--- config.mk ---
export PLATFORM = sky130hd
export DESIGN_NAME = wb_initiator
export DESIGN_NICKNAME = d
export VERILOG_FILES = /design/src/rtl/wb_initiator.sv
export SDC_FILE = /design/constraint.sdc
export NUM_CORES = 1
export LEC_CHECK = 0
export BUFFER_PORTS_ARGS = -buffer_cell sky130_fd_sc_hd__buf_2
export CAP_MARGIN = 20
export CORE_MARGIN = 3
export CORE_UTILIZATION = 46
export DETAILED_ROUTE_END_ITERATION = 10
export PLACE_DENSITY_LB_ADDON = 0.15
export SETUP_SLACK_MARGIN = 0.05
export SYNTH_ARGS = -nofsm -noshare
export SYNTH_HDL_FRONTEND = slang
export SYNTH_SLANG_ARGS = --single-unit
--- constraint.sdc ---
create_clock -name clk_i -period 2 [get_ports clk_i]
set_clock_uncertainty 0.1 [all_clocks]
set_input_delay 0.6 -clock clk_i [delete_from_list [all_inputs] [get_ports clk_i]]
set_output_delay 0.6 -clock clk_i [all_outputs]
set_load 0.01 [all_outputs]
--- src/rtl/wb_initiator.sv ---
// rtl/wb_initiator.sv - Wishbone classic single-transfer bus initiator
//
// Takes one 32-bit read or write command on a valid/ready port, runs it as a
// Wishbone classic cycle, and returns a single-cycle response with data and status.
// Retry terminations are re-issued after a gap of idle bus cycles. An attempt that
// is never terminated is given up after a bounded number of strobe cycles.
//
// Parameters:
//   TIMEOUT_CYCLES  strobe cycles per attempt before giving up (0 = wait forever)
//   MAX_RETRIES     rty terminations tolerated before reporting failure
//   RETRY_GAP       cycles cyc_o/stb_o stay low between attempts (>= 1)
//
// Ports:
//   clk_i, rst_ni                   clock, asynchronous active-low reset
//   req_valid_i / req_ready_o       command handshake
//   req_we_i, req_adr_i,
//   req_sel_i, req_dat_i            command: direction, byte address, byte selects, write data
//   rsp_valid_o                     one-cycle response pulse
//   rsp_dat_o                       read data (0 for writes and failed transfers)
//   rsp_code_o                      00 OK, 01 BUSERR, 10 RETRY exhausted, 11 TIMEOUT
//   cyc_o, stb_o, we_o, adr_o,
//   sel_o, dat_o                    Wishbone master outputs (all registered)
//   dat_i, ack_i, err_i, rty_i      Wishbone slave read data and terminations

module wb_initiator #(
    parameter int unsigned TIMEOUT_CYCLES = 255,
    parameter int unsigned MAX_RETRIES    = 3,
    parameter int unsigned RETRY_GAP      = 1
) (
    input  logic        clk_i,
    input  logic        rst_ni,

    input  logic        req_valid_i,
    output logic        req_ready_o,
    input  logic        req_we_i,
    input  logic [31:0] req_adr_i,
    input  logic [3:0]  req_sel_i,
    input  logic [31:0] req_dat_i,

    output logic        rsp_valid_o,
    output logic [31:0] rsp_dat_o,
    output logic [1:0]  rsp_code_o,

    output logic        cyc_o,
    output logic        stb_o,
    output logic        we_o,
    output logic [31:0] adr_o,
    output logic [3:0]  sel_o,
    output logic [31:0] dat_o,
    input  logic [31:0] dat_i,
    input  logic        ack_i,
    input  logic        err_i,
    input  logic        rty_i
);

    // Counter widths never drop below one bit so degenerate parameter values still build.
    localparam int TW = (TIMEOUT_CYCLES > 0) ? $clog2(TIMEOUT_CYCLES + 1) : 1;
    localparam int RW = (MAX_RETRIES > 0) ? $clog2(MAX_RETRIES + 1) : 1;
    localparam int GW = (RETRY_GAP > 1) ? $clog2(RETRY_GAP + 1) : 1;

    localparam logic [TW-1:0] TIMER_LAST = TW'((TIMEOUT_CYCLES == 0) ? 0 : TIMEOUT_CYCLES - 1);
    localparam logic [RW-1:0] RETRY_LAST = RW'(MAX_RETRIES);
    localparam logic [GW-1:0] GAP_LAST   = GW'((RETRY_GAP == 0) ? 0 : RETRY_GAP - 1);
    localparam bit            TIMEOUT_EN = (TIMEOUT_CYCLES != 0);

    localparam logic [1:0] CODE_OK      = 2'b00;
    localparam logic [1:0] CODE_BUSERR  = 2'b01;
    localparam logic [1:0] CODE_RETRY   = 2'b10;
    localparam logic [1:0] CODE_TIMEOUT = 2'b11;

    typedef enum logic [1:0] {
        IDLE    = 2'd0,
        ACTIVE  = 2'd1,
        BACKOFF = 2'd2
    } state_t;

    state_t        state, state_n;
    logic          bus, bus_n;          // drives both cyc_o and stb_o (single transfers only)
    logic          we, we_n;
    logic [31:0]   adr, adr_n;
    logic [3:0]    sel, sel_n;
    logic [31:0]   wdat, wdat_n;
    logic          rsp_valid, rsp_valid_n;
    logic [31:0]   rsp_dat, rsp_dat_n;
    logic [1:0]    rsp_code, rsp_code_n;
    logic [TW-1:0] timer, timer_n;
    logic [RW-1:0] retry_cnt, retry_cnt_n;
    logic [GW-1:0] gap_cnt, gap_cnt_n;

    always_ff @(posedge clk_i or negedge rst_ni) begin
        if (!rst_ni) begin
            state     <= IDLE;
            bus       <= 1'b0;
            we        <= 1'b0;
            adr       <= '0;
            sel       <= '0;
            wdat      <= '0;
            rsp_valid <= 1'b0;
            rsp_dat   <= '0;
            rsp_code  <= CODE_OK;
            timer     <= '0;
            retry_cnt <= '0;
            gap_cnt   <= '0;
        end else begin
            state     <= state_n;
            bus       <= bus_n;
            we        <= we_n;
            adr       <= adr_n;
            sel       <= sel_n;
            wdat      <= wdat_n;
            rsp_valid <= rsp_valid_n;
            rsp_dat   <= rsp_dat_n;
            rsp_code  <= rsp_code_n;
            timer     <= timer_n;
            retry_cnt <= retry_cnt_n;
            gap_cnt   <= gap_cnt_n;
        end
    end

    always_comb begin
        state_n     = state;
        bus_n       = bus;
        we_n        = we;
        adr_n       = adr;
        sel_n       = sel;
        wdat_n      = wdat;
        timer_n     = timer;
        retry_cnt_n = retry_cnt;
        gap_cnt_n   = gap_cnt;
        // Response fields are only meaningful in the pulse cycle; they read 0 otherwise.
        rsp_valid_n = 1'b0;
        rsp_dat_n   = '0;
        rsp_code_n  = CODE_OK;

        case (state)
            IDLE: begin
                if (req_valid_i) begin
                    we_n        = req_we_i;
                    adr_n       = req_adr_i;
                    sel_n       = req_sel_i;
                    wdat_n      = req_dat_i;
                    bus_n       = 1'b1;
                    timer_n     = '0;
                    retry_cnt_n = '0;
                    state_n     = ACTIVE;
                end
            end

            ACTIVE: begin
                if (ack_i) begin
                    bus_n       = 1'b0;
                    rsp_valid_n = 1'b1;
                    rsp_dat_n   = we ? 32'h0 : dat_i;
                    rsp_code_n  = CODE_OK;
                    state_n     = IDLE;
                end else if (err_i) begin
                    bus_n       = 1'b0;
                    rsp_valid_n = 1'b1;
                    rsp_code_n  = CODE_BUSERR;
                    state_n     = IDLE;
                end else if (rty_i) begin
                    bus_n = 1'b0;
                    if (retry_cnt == RETRY_LAST) begin
                        rsp_valid_n = 1'b1;
                        rsp_code_n  = CODE_RETRY;
                        state_n     = IDLE;
                    end else begin
                        retry_cnt_n = retry_cnt + RW'(1);
                        timer_n     = '0;
                        gap_cnt_n   = '0;
                        state_n     = BACKOFF;
                    end
                end else begin
                    if (TIMEOUT_EN && timer == TIMER_LAST) begin
                        bus_n       = 1'b0;
                        rsp_valid_n = 1'b1;
                        rsp_code_n  = CODE_TIMEOUT;
                        state_n     = IDLE;
                    end else if (timer != {TW{1'b1}}) begin
                        // Saturating so an unbounded wait never wraps the counter.
                        timer_n = timer + TW'(1);
                    end
                end
            end

            BACKOFF: begin
                if (gap_cnt == GAP_LAST) begin
                    bus_n   = 1'b1;
                    timer_n = '0;
                    state_n = ACTIVE;
                end else begin
                    gap_cnt_n = gap_cnt + GW'(1);
                end
            end

            default: begin
                bus_n   = 1'b0;
                state_n = IDLE;
            end
        endcase
    end

    assign req_ready_o = (state == IDLE) && rst_ni;
    assign cyc_o       = bus;
    assign stb_o       = bus;
    assign we_o        = we;
    assign adr_o       = adr;
    assign sel_o       = sel;
    assign dat_o       = wdat;
    assign rsp_valid_o = rsp_valid;
    assign rsp_dat_o   = rsp_dat;
    assign rsp_code_o  = rsp_code;

endmodule

### After elaboration in Yosys (flattened, before gate mapping)

Cells that the tools add are included.

* register bits after elaboration: 118
* latch bits: 0
* RAM bits: 0
* memory bits (read-only): 0
* bits of input ports: 107
* word-level logic and storage cells: 91
* memories: 0

* add/subtract/negate cells: 3
* multiply operators: 0
* div/mod/pow operators: 0
* order comparisons: 0
* eq/ne operators: 15
* shifts and indexed selects: 0
* multiplexer cells: 51
* bitwise logic cells: 0
* reductions and logical operators: 10

Operator list (count)
* 32-bit 2-to-1 mux: 3
* 8-bit 2-to-1 mux: 8
* 2-bit 2-to-1 mux: 18
* 8-bit one-hot mux with 3 select lines: 1
* 1-bit 2-to-1 mux: 17
* 2-bit inequality test, second input constant: 6
* 3-bit inequality test, second input constant: 3
* 8-bit by 1-bit adder with 8-bit output, second input constant: 1
* 8-bit equality test, second input constant: 1
* 8-bit inequality test, second input constant: 1
* 8-bit AND reduction: 1
* 2-bit one-hot mux with 3 select lines: 1
* 6-bit AND reduction: 1
* 5-bit inequality test, second input constant: 1
* 5-bit AND reduction: 1
* 2-bit equality test, second input constant: 2
* 2-bit one-hot mux with 2 select lines: 1
* 2-bit nonzero test: 2
* 1-bit one-hot mux with 3 select lines: 1
* 3-bit AND reduction: 1
* 3-bit nonzero test: 1
* 2-bit by 1-bit adder with 2-bit output, second input constant: 1
* 2-bit by 1-bit equality test with 1-bit output, second input constant: 1
* 2-bit logical NOT: 1
* 4 further kinds: 4

### Logic depth before layout (Yosys ltp)

* depth after elaboration: 7
* gate-level depth with buffers: 6
* depth with buffers taken out: 6

### Least setup slack after synthesis

No wires, ideal clock.

* kind: input to register
* start: in rty_i
* end: reg timer[1]
* library setup time: 0.125 ns
* arrival: 1.556 ns
* required time: 1.775 ns
* path slack: 0.219 ns
* stages on the path: 4
* buffers on the path: 0
* cell sequence: and2_1 -> o32a_4 -> a21oi_4 -> mux2_4

* word-level cells in the longest chain between the ends: 4
* elaborated cells on any way between the ends: 8
* those cells by class: 3 x eq/ne; 4 x mux; 1 x reduce/logical

Ends and longest elaborated chain
* start: declaration: RTL line 53 `input logic rty_i`
* 8-bit 2-to-1 mux: RTL line 161 `end else if (rty_i) begin`
* 8-bit 2-to-1 mux: RTL line 156 `end else if (err_i) begin`
* 8-bit 2-to-1 mux: RTL line 150 `if (ack_i) begin`
* 8-bit one-hot mux with 3 select lines: RTL line 135 `case (state)`
* end signal: assignment: RTL line 114 `timer <= timer_n;`
* end: declaration: RTL line 86 `logic [TW-1:0] timer, timer_n;`

Several ways; a longest one is shown, not always the timed one. The select of a mux whose other input is x is not followed.
A chain may end at the register's enable or synchronous reset.

### Final worst setup path

* start: reg state[0]
* end: out req_ready_o

* word-level cells in the longest chain between the ends: 2

Ends and longest elaborated chain
* start: declaration: RTL line 77 `state_t state, state_n;`
* start signal: assignment: RTL line 105 `state <= state_n;`
* 2-bit logical NOT: RTL line 203 `assign req_ready_o = (state == IDLE) && rst_ni;`
* 1-bit logical AND: RTL line 203
* end: declaration: RTL line 34 `output logic req_ready_o,`

Every way passes these cells.

==> metrics.yaml <==
outcome:
  status: "finished clean"
finish:
  drive_above_1_share_pct: 61.7
  layout_commonest_cell: "buf_2"
  nets: 642
  final_cell_mix: "212 x buf_2, 115 x dfrtp_1, 69 x mux2_2, 33 x and2_1, 16 x clkbuf_16"
  n_fill_cell: 712
  syn_to_final_growth_pct: 40.8
  antennaDiodeCount: 0
floorplan:
  die_area_um2: 11100
  die_h_um: 105
  io_pins: 214
  initial_core_util_pct: 48.1
  die_w_um: 105
  core_area_um2: 9420
  core.rowCount: 35
cts:
  tritoncts: "yes"
  htreeDepth: 4
  cts_buffer_depth: 2
  ctsRootBufferMaster: "clkbuf_8"
  cts_made_buffers: 17
  clock-sinks: 117
  clk_pin_slew_ns: 0.06
  clock_insertion_delay_worst_skew_ns: 0.49
  cts-hold-fix-buffers: 0
setup_path:
  startpoint: "state[0]"
  timing.rr.end: "dat_o[18]"
  slowest_stage: "dfrtp_2"
  arrival_ns: 1.21
  crit_family: "flip-flops"
  path_buf_inv: 1
  critPathMaxStageDelay_ns: 0.42
  r2r_slack_ns: 0.21
  regToRegStartpoint: "state[0]"
  cp-endpoint: "req_ready_o"
  cp_data_required_time_ns: 1.30
  crit_chain: "nor3b_2 > buf_2"
  crit_fanout: 2
  crit_cells: 2
  crit_type: "reg -> out"
  crit_path_start_kind: "flop"
  end_kind: "primary output"
  rr_worst_depth: 4
sta:
  fin_setup_tns_ns: 0
  slew_headroom_pct: 59.9
  finalSetupViolations: 0
  period_share_pct: 95.7
  fmax_mhz: 522
  period_needed_ns: 1.91
  slew_viol_final: 0
  tightestPinTransition_ns: 0.601
  rsz0062_at_grt: "true"
  hold_viol_final: 0
yosys:
  synth_area_per_cell_um2: 14.7
  synth-seq-area-share_pct: 64.7
  synth_nets: 417
  synth-seq-cells: 117
  yosys-top-cells-area: "dfrtp_1 65%, mux2_2 17%, and2_1 4.6%, ha_1 0.83%, nor3b_4 0.83%"
  syn_area_um2: 4520
  yosysUniqueCellTypes: 39
  syn_inst: 307
  yosys_warnings: 0
  netlist.area_leader.share_pct: 64.7
  synth_top_area_cell: "dfrtp_1"
route:
  vias_per_cell: 4.81
  wire_per_inst_um: 15.5
  vias: 3243
  wl_mm: 10.4
  drtIter0Drc: 182
  ant_nets: 0
  first_pass_iters: 4
  drc: 0
global_route:
  first_global_vias: 3379
  grt_pass1_wl_mm: 16.8
  overflow: 0
  grt.total_usage_pct: 19.4
  grt_max_degree: 118
  antenna_found_initial: 0
placed_design:
  hpwl_mm: 7.42
  gp_congestion: 0.737
  port_buffers: 213
hold_path:
  hold_class: "in -> async"
power_and_ir_drop:
  vdd_drop_max_mv: 0.612
  p_leak_nw: 3.24
  cellPowerDensity_nw_per_um2: 1110
  power.total_mw: 7.06
flow_run:
  maxCapViolCount: 0
-- cell families (layout without fill, tap and decap cells) --
family | Yosys count | after routing | share of synthesized area [%]
AOI/OAI and AO/OA | 27 | 27 | 4.51
adders and majority gates | 3 | 3 | 0.830
buffers and inverters | 23 | 261 | 2.68
DFF | 117 | 117 | 64.7
muxes | 71 | 71 | 17.7
and+or+nand+nor | 66 | 66 | 9.54
-- final cells by class --
| class | instances | area [µm²] | share of cell area, % |
|---|---|---|---|
| multi-input combinational | 167 | 1490 | 23.3 |
| tap | 129 | 161 | 2.53 |
| clock inverter | 13 | 175 | 2.75 |
| timing repair buffer | 222 | 1160 | 18.2 |
| clock buffer | 19 | 432 | 6.78 |
| sequential | 117 | 2930 | 46.0 |
| inverter | 7 | 26.3 | 0.412 |
-- metrics by stage --
step / setup WS (ns) / utilization, % / instances / hold WS (ns) / instance area (µm²)
3_3_place_gp: 0.133 / 61.0 / 640 / 0.382 / 5740
3_5_place_dp: 0.109 / 61.0 / 640 / 0.390 / 5740
5_1_grt: 0.0134 / 67.7 / 674 / 0.113 / 6370
6_report: 0.0861 / 67.7 / 674 / 0.108 / 6370
4_1_cts: 0.0458 / 67.7 / 674 / 0.126 / 6370
2_1_floorplan: 0.219 / - / 307 / 0.204 / 4520
-- power breakdown --
part	leakage [nW]	total (mW)	switching (mW)	internal [mW]
sequential	1.46	2.84	0.148	2.69
clock	0.283	3.06	1.11	1.95
combinational	1.50	1.16	0.566	0.598
total	3.24	7.06	1.82	5.24
-- registers in the layout, indices dropped and copies added (netlist names) --
| signal | cells |
|---|---|
| adr_o | 32 |
| cyc_o | 1 |
| dat_o | 32 |
| retry_cnt | 2 |
| rsp_code_o | 2 |
| rsp_dat_o | 32 |
| rsp_valid_o | 1 |
| sel_o | 4 |
| state | 2 |
| timer | 8 |
| we_o | 1 |
-- synthesized netlist by cell type --
cell type,instances
and2_1,33
nand2_1,5
clkbuf_2,1
mux2i_1,1
a2bb2oi_1,1
nor3b_4,2
dfrtp_1,117
buf_4,3
nor3b_1,2
nand3_1,3
clkbuf_1,4
nand4_1,2
mux2_4,1
a31oi_1,5
ha_1,3
a21oi_1,6
nand2b_4,1
o311ai_0,1
inv_1,7
a21oi_4,1
o21ai_0,6
nor2_1,5
nand4_2,1
mux2_2,69
a211oi_1,1
buf_2,6
o32a_4,1
o21bai_1,1
a41oi_1,2
nor4b_1,1
nor3_1,2
buf_6,2
and2_2,1
and3_1,2
or2b_1,3
o311a_2,1
nor4_1,2
and2b_1,1
o31ai_2,1
-- timing repair --
item	in CTS	in global routing
setup endpoints to repair	1	3
gates resized for setup	3	1
pin swaps	1	0
setup buffers	2	0
-- how the worst min path moves through the flow --
stage	slack, ns	depth (start not counted)	to
2_1_floorplan	0.20	0	adr_o[0]
3_3_place_gp	0.38	1	retry_cnt[0]
3_5_place_dp	0.39	1	dat_o[15]
4_1_cts	0.13	2	rsp_dat_o[18]
5_1_grt	0.11	2	timer[5]
6_report	0.11	2	dat_o[27]
-- metal layers --
metal	track usage, %	routed length (µm)	share of wire, %	vias to the layer above
li1	-	-	-	1518
met1	22.7	4200	40	1560
met2	31.9	5200	50	159
met3	8.21	924	8.9	6
met4	7.03	102	0.98	0
met5	0	0	0	-
-- worst reg2reg max path, delay by kind of cell, from the launching register on --
kind	cells	cell delay, ns
DFF	1	0.42
muxes	1	0.41
buffers and inverters	2	0.48
and+or+nand+nor	1	0.26
Note: power is estimated with default switching activity, not from simulation.
